===== src/rtl/multdiv_sequencer.sv =====
// multdiv_sequencer: issues mul/div start pulses, stalls the pipe and requests write-back of the result or status
module multdiv_sequencer #(
  parameter int LATENCY    = 32,
  parameter int TIMEOUT    = 64,
  parameter int CNT_W      = 7,
  parameter int MUL_STATUS = 4,
  parameter int DIV_STATUS = 5
) (
  input  logic        clock,
  input  logic        reset,
  input  logic        x_valid,
  input  logic        flush,
  input  logic        op_r,
  input  logic [4:0]  func_code,
  input  logic [4:0]  x_rd,
  input  logic        md_resultRDY,
  input  logic        md_exception,
  input  logic [31:0] md_result,
  input  logic        wb_ack,
  output logic        ctrl_MULT,
  output logic        ctrl_DIV,
  output logic        stall,
  output logic        busy,
  output logic        wb_valid,
  output logic [4:0]  wb_rd,
  output logic [31:0] wb_data
);
  if (TIMEOUT <= LATENCY || TIMEOUT >= (1 << CNT_W)) begin : g_bad_params
    $error("multdiv_sequencer: TIMEOUT must exceed LATENCY and fit in CNT_W bits");
  end
  typedef enum logic [1:0] {IDLE, START, RUN, WB} state_t;
  state_t           state, state_nxt;
  logic [CNT_W-1:0] cnt;
  logic             is_div;
  logic [4:0]       rd;
  logic             detect;
  logic             timed_out;
  logic             done;
  logic             exc;
  assign detect    = state == IDLE && x_valid && !flush && op_r && (func_code == 5'd6 || func_code == 5'd7);
  assign timed_out = cnt == CNT_W'(TIMEOUT - 1);
  assign done      = md_resultRDY || timed_out;
  assign exc       = md_resultRDY ? md_exception : 1'b1;
  assign ctrl_MULT = state == START && !is_div;
  assign ctrl_DIV  = state == START && is_div;
  assign busy      = state != IDLE;
  assign stall     = detect || busy;
  assign wb_valid  = state == WB;
  // next state: a clean result to $r0 skips write-back entirely
  always_comb begin
    state_nxt = state;
    case (state)
      IDLE:    state_nxt = detect ? START : IDLE;
      START:   state_nxt = RUN;
      RUN:     state_nxt = !done ? RUN : (exc || rd != 5'd0) ? WB : IDLE;
      default: state_nxt = wb_ack ? IDLE : WB;
    endcase
  end
  // state register; reset abandons any op in flight
  always_ff @(posedge clock or negedge reset) begin
    if (!reset) state <= IDLE;
    else        state <= state_nxt;
  end
  // op latch, run counter and write-back payload captured on leaving RUN
  always_ff @(posedge clock or negedge reset) begin
    if (!reset) begin
      cnt     <= '0;
      is_div  <= 1'b0;
      rd      <= 5'd0;
      wb_rd   <= 5'd0;
      wb_data <= 32'd0;
    end else begin
      if (detect) begin
        is_div <= func_code == 5'd7;
        rd     <= x_rd;
      end
      if (state == START) cnt <= '0;
      else if (state == RUN) cnt <= cnt + CNT_W'(1);
      if (state == RUN && done) begin
        wb_rd   <= exc ? 5'd30 : rd;
        wb_data <= exc ? (is_div ? 32'(DIV_STATUS) : 32'(MUL_STATUS)) : md_result;
      end
    end
  end
endmodule


===== config.mk =====
export PLATFORM = sky130hd
export DESIGN_NAME = multdiv_sequencer
export DESIGN_NICKNAME = d
export VERILOG_FILES = /design/src/rtl/multdiv_sequencer.sv
export SDC_FILE = /design/constraint.sdc
export NUM_CORES = 1
export LEC_CHECK = 0
export BUFFER_PORTS_ARGS = -buffer_cell sky130_fd_sc_hd__clkbuf_2
export CAP_MARGIN = 15
export CORE_UTILIZATION = 49
export CTS_CLUSTER_DIAMETER = 30
export DETAILED_ROUTE_END_ITERATION = 10
export PLACE_DENSITY = 0.82
export SLEW_MARGIN = 20
export SYNTH_ARGS = -nofsm -noshare
export SYNTH_HDL_FRONTEND = slang
export SYNTH_SLANG_ARGS = --single-unit

===== constraint.sdc =====
create_clock -name clock -period 2.1 [get_ports clock]
set_input_delay 0.315 -clock clock [delete_from_list [all_inputs] [get_ports clock]]
set_output_delay 0.315 -clock clock [all_outputs]
set_load 0.02 [all_outputs]

# Yosys cells after proc, flatten, opt, wreduce, memory -nomap -nowiden
# Cells that the tools add are included.
# word_totals
regBits	52
wordCells	41
# classes
n_eq_ne	6
reduce_logical	17
n_mux	11
n_addsub	1
# ops
operator	count
$mux W32	1
$mux W7	2
$eq A5 B3 Y1 const B	2
$add A7 B1 Y7 const B	1
$eq A7 B6 Y1 const B	1
$logic_and A1 B1 Y1	7
$mux W2	3
$pmux W2 S3	1
$mux W5	1
$reduce_bool A5 Y1	1
$eq A2 B2 Y1 const B	2
$logic_or A1 B1 Y1	4
$reduce_bool A2 Y1	2
$mux W1	3
$eq A2 B1 Y1 const B	1
$logic_not A1 Y1	2
$logic_not A2 Y1	1

# Longest topological paths before layout
# logic_depth
depth_word	7
mapped_depth	8
depth_no_buf	5

# Least setup slack after synthesis
# Ideal clock, no wire load.
# synth_timing
path_kind	reg-to-reg
start	register state[0]
end	register wb_data[0]
t_arrival_ns	1.561
period_less_slack_ns	1.686
stages_incl_launch_ff	8
required_time_ns	1.975
path_slack_ns	0.414
n_path_buf	2
path_cell_list	dfrtp_1 -> inv_1 -> ha_1 -> clkbuf_1 -> and4b_1 -> a22o_1 -> buf_6 -> mux2_4
# synth_between
elab_chain_len	2
# synth_lines
item	line	rtl
start, declared	32	state_t state, state_nxt;
start signal, assigned	62	else state <= state_nxt;
$eq A2 B2 Y1	79	if (state == RUN && done) begin
$logic_and A1 B1 Y1	79	
end signal, assigned	81	wb_data <= exc ? (is_div ? 32'(DIV_STATUS) : 32'(MUL_STATUS)) : md_result;
end, declared	26	output logic [31:0] wb_data
# No other way between the ends.
# A chain may end at the register's enable or synchronous reset.

# Final worst setup path
# layout_timing
start	register state[1]
end	output stall
# layout_between
elab_chain_len	6
elab_cells_between_ends	7
cone_classes	reduce/logical: 7
# layout_lines
item	line	rtl
$logic_not A2 Y1	40	assign detect = state == IDLE && x_valid && !flush && op_r && (func_code == 5'd6 || func_code == 5'd7);
$logic_and A1 B1 Y1 (4 in series)	40	
$logic_or A1 B1 Y1 (*)	47	assign stall = detect || busy;
end, declared	22	output logic stall,
# Mark *: on every way between the ends. The rest lies on a longest branch, timed or not.

==> out/metrics.yaml <==
detailed_routing:
  wire_per_inst_um: 13.93
  drtAntennaViolNets: 0
  initialDrtViolationCount: 129
  routed-via-count: 2088
  routed_wl_um: 5584
  via_per_inst: 5.207
  drt-pass1-iter-count: 4
  drc: 0
sta:
  fin_crit_sh: 0.9584
  finalClockSkew_ps: 4.625
  final-hold-violation-count: 0
  max_freq_mhz: 496.8
  fin_crit_ps: 2013
  maxSlewHeadroom: 0.4763
  hold-worst-slack_ps: 80.91
  setup_viol: 0
  maxSlewViolCount: 0
  worstMarginPinSlew_ps: 785.5
critical_path:
  crit_required_ps: 1780
  rrSetupSlack_ps: 430
  slowest_delay_ps: 410
  end_kind: "output pin"
  rr_startpoint: "state[0]$_DFF_PN0_"
  reg2reg_to: "wb_data[31]$_DFFE_PN0P_"
  path_cells: "inv_1 > ha_2 > and4b_1 > and2_4 > nand2b_1 > buf_2"
  critical_path_class: "flip-flop to output pin"
  path_max_fanout: 7
  r2r_cells: 6
  worstSetupStartpointType: "flip-flop"
  cp.arrival_ps: 1700
  crit_slowest_cell: "dfrtp_1"
floorplan:
  coreArea_um2: 4848
  rows: 25
  start_util: 0.5221
  die_y_um: 73.87
  ioPinCount: 92
  dieArea_um2: 5457
  die_w_um: 73.87
global_routing:
  grt_overflow_total: 0
  grt_pass1_wl_um: 9052
  grt_max_degree: 34
  grt_pass1_vias: 2007
  track_usage: 0.2176
  antenna_found_initial: 0
yosys:
  ys_types: 33
  syn_avg_cell_area_um2: 10.21
  yosys_warnings: 0
  syn-num-nets: 303
  netlist_instances: 248
  yosysTopAreaCell: "dfrtp_1"
  synth_top_area_share: 0.5141
  netlist_area_um2: 2531
  ys_seq_area_frac: 0.5141
  yosys_register_bits: 52
  synth.area.top_cells: "dfrtp_1 51%, nand4b_1 11%, inv_1 6.4%"
finish:
  insertedDiodeCount: 0
  area_delta_synth_final_pct: 24.17
  instances_no_fill: 401
  drive_above_1_share: 0.3473
  finalNetCount: 388
job:
  drv_cap: 0
placed_design:
  post-place-cells: 392
  post-dp-hpwl_um: 3922
  portBuffers: 91
  gp_congestion: 0.7322
clock_tree:
  clock_latency_ps: 300
  cts_max_path_buffers: 2
  cts_buffers: 5
  cts_tree: "yes"
  cts_num_sinks: 52
  h-tree-depth: 2
  cts.clk_slew.worst_paths_ps: 90
  cts-root-buf: "clkbuf_8"
worst_hold_path:
  hold_path_class: "input port to async pin"
pwr:
  powerDensity_nw_per_um2: 1354
  p_leak_uw: 0.001592
  vdd_drop_max_uv: 562.0
  totalPowerFinal_uw: 4256
run_status:
  status: "finished, final reports clean"
## sequential cells by signal (all words and copies together), names as in the netlist
signal	count
cnt	7
is_div	1
rd	5
state	2
wb_data	32
wb_rd	5
## cell usage after synthesis
cell type  instances
and4b_1            2
a22o_1             2
nand2_1            4
mux2i_1            7
nand4b_1          31
mux2_4             1
a21oi_1            2
or4_1              1
ha_1               5
buf_2              3
nand3b_1           1
and2_1             3
o22ai_1            2
nor3b_1            1
dfrtp_1           52
a311o_1            1
o311ai_0           2
a41oi_1            1
nor2b_1            3
o211ai_1           1
nand4_1            1
clkbuf_1          13
nand3_1            3
and4bb_2           1
inv_1             43
o21ai_0            7
nor2_1             8
and3_1             1
buf_6              4
o31ai_1            1
o21ai_1           30
mux2_2             6
nand2b_1           5
## per-layer routing
layer,track usage,vias up,wire length [µm]
met5,0,-,0
met4,0.06197,0,12
met3,0.04390,2,311
met2,0.3588,75,2558
met1,0.2905,995,2702
li1,-,1016,-
## final cells by class
type	count	area (µm²)
Sequential cell	52	1301
Fill cell	407	1705
Multi-Input combinational cell	133	964.7
Clock inverter	3	42.54
Clock buffer	5	68.82
Timing Repair Buffer	98	520.5
Tap cell	67	83.83
Inverter	43	161.4
## metrics by stage
stage	setup TNS [ps]	setup WS [ps]	util	cell area, µm²
finish	0	87.29	0.6483	3143
CTS	0	27.04	0.6462	3133
global route	-0.003331	-0.003331	0.6483	3143
floorplan	0	413.6	-	2531
global placement	0	324.0	0.6227	3019
detailed placement	0	250.7	0.6227	3019
## where the power goes
group	total (µW)	switching [µW]	internal, µW
Sequential	1680	276	1400
Combinational	1900	1180	712
Clock	681	328	353
## critical path, delay by kind of cell, from the launching register on
kind                     cells  cell delay (ps)
adder cells (fa/ha/maj)      1              200
buffers and inverters        2              250
flip-flops                   1              410
AND/OR/NAND/NOR              3              540
## cells by family (layout without fill, tap and decap cells)
kind of cell	after synthesis	count (layout)	share of synthesized area
compound gates	49	49	0.1092
fa+ha+maj	5	5	0.02472
flops	52	52	0.5141
buf+inv	63	149	0.1068
mux	14	14	0.06030
simple gates	65	65	0.1849
## layout by cell type, fill, tap and decap left out, drive strengths merged
cell      instances
clkbuf           95
dfrtp            52
inv              43
o21ai            37
nand4b           31
nor2              8
buf               8
mux2i             7
mux2              7
nand2b            5
ha                5
nand2             4
nor2b             3
nand3             3
and2              3
a21oi             2
and4b             2
o311ai            2
o22ai             2
a22o              2
or4               1
o31ai             1
and4bb            1
and3              1
a41oi             1
nand3b            1
a311o             1
nor3b             1
nand4             1
o211ai            1
clkinvlp          1
clkinv            1
bufinv            1
## repair_timing
item                                    CTS  global route
resized for setup                         2             2
hold buffers                              0             0
pin swaps                                 0             1
buffers inserted                          0             1
endpoints found under the setup margin    1             1
## worst max path at each step
stage,depth (start not counted),from,endpoint
after floorplan,7,state[0]$_DFF_PN0_,wb_data[0]$_DFFE_PN0P_
after global placement,6,state[0]$_DFF_PN0_,stall
after detailed placement,6,state[0]$_DFF_PN0_,stall
after CTS,6,state[0]$_DFF_PN0_,stall
after global routing,6,state[1]$_DFF_PN0_,stall
final,6,state[1]$_DFF_PN0_,stall
Note: power is estimated with default switching activity, not from simulation.
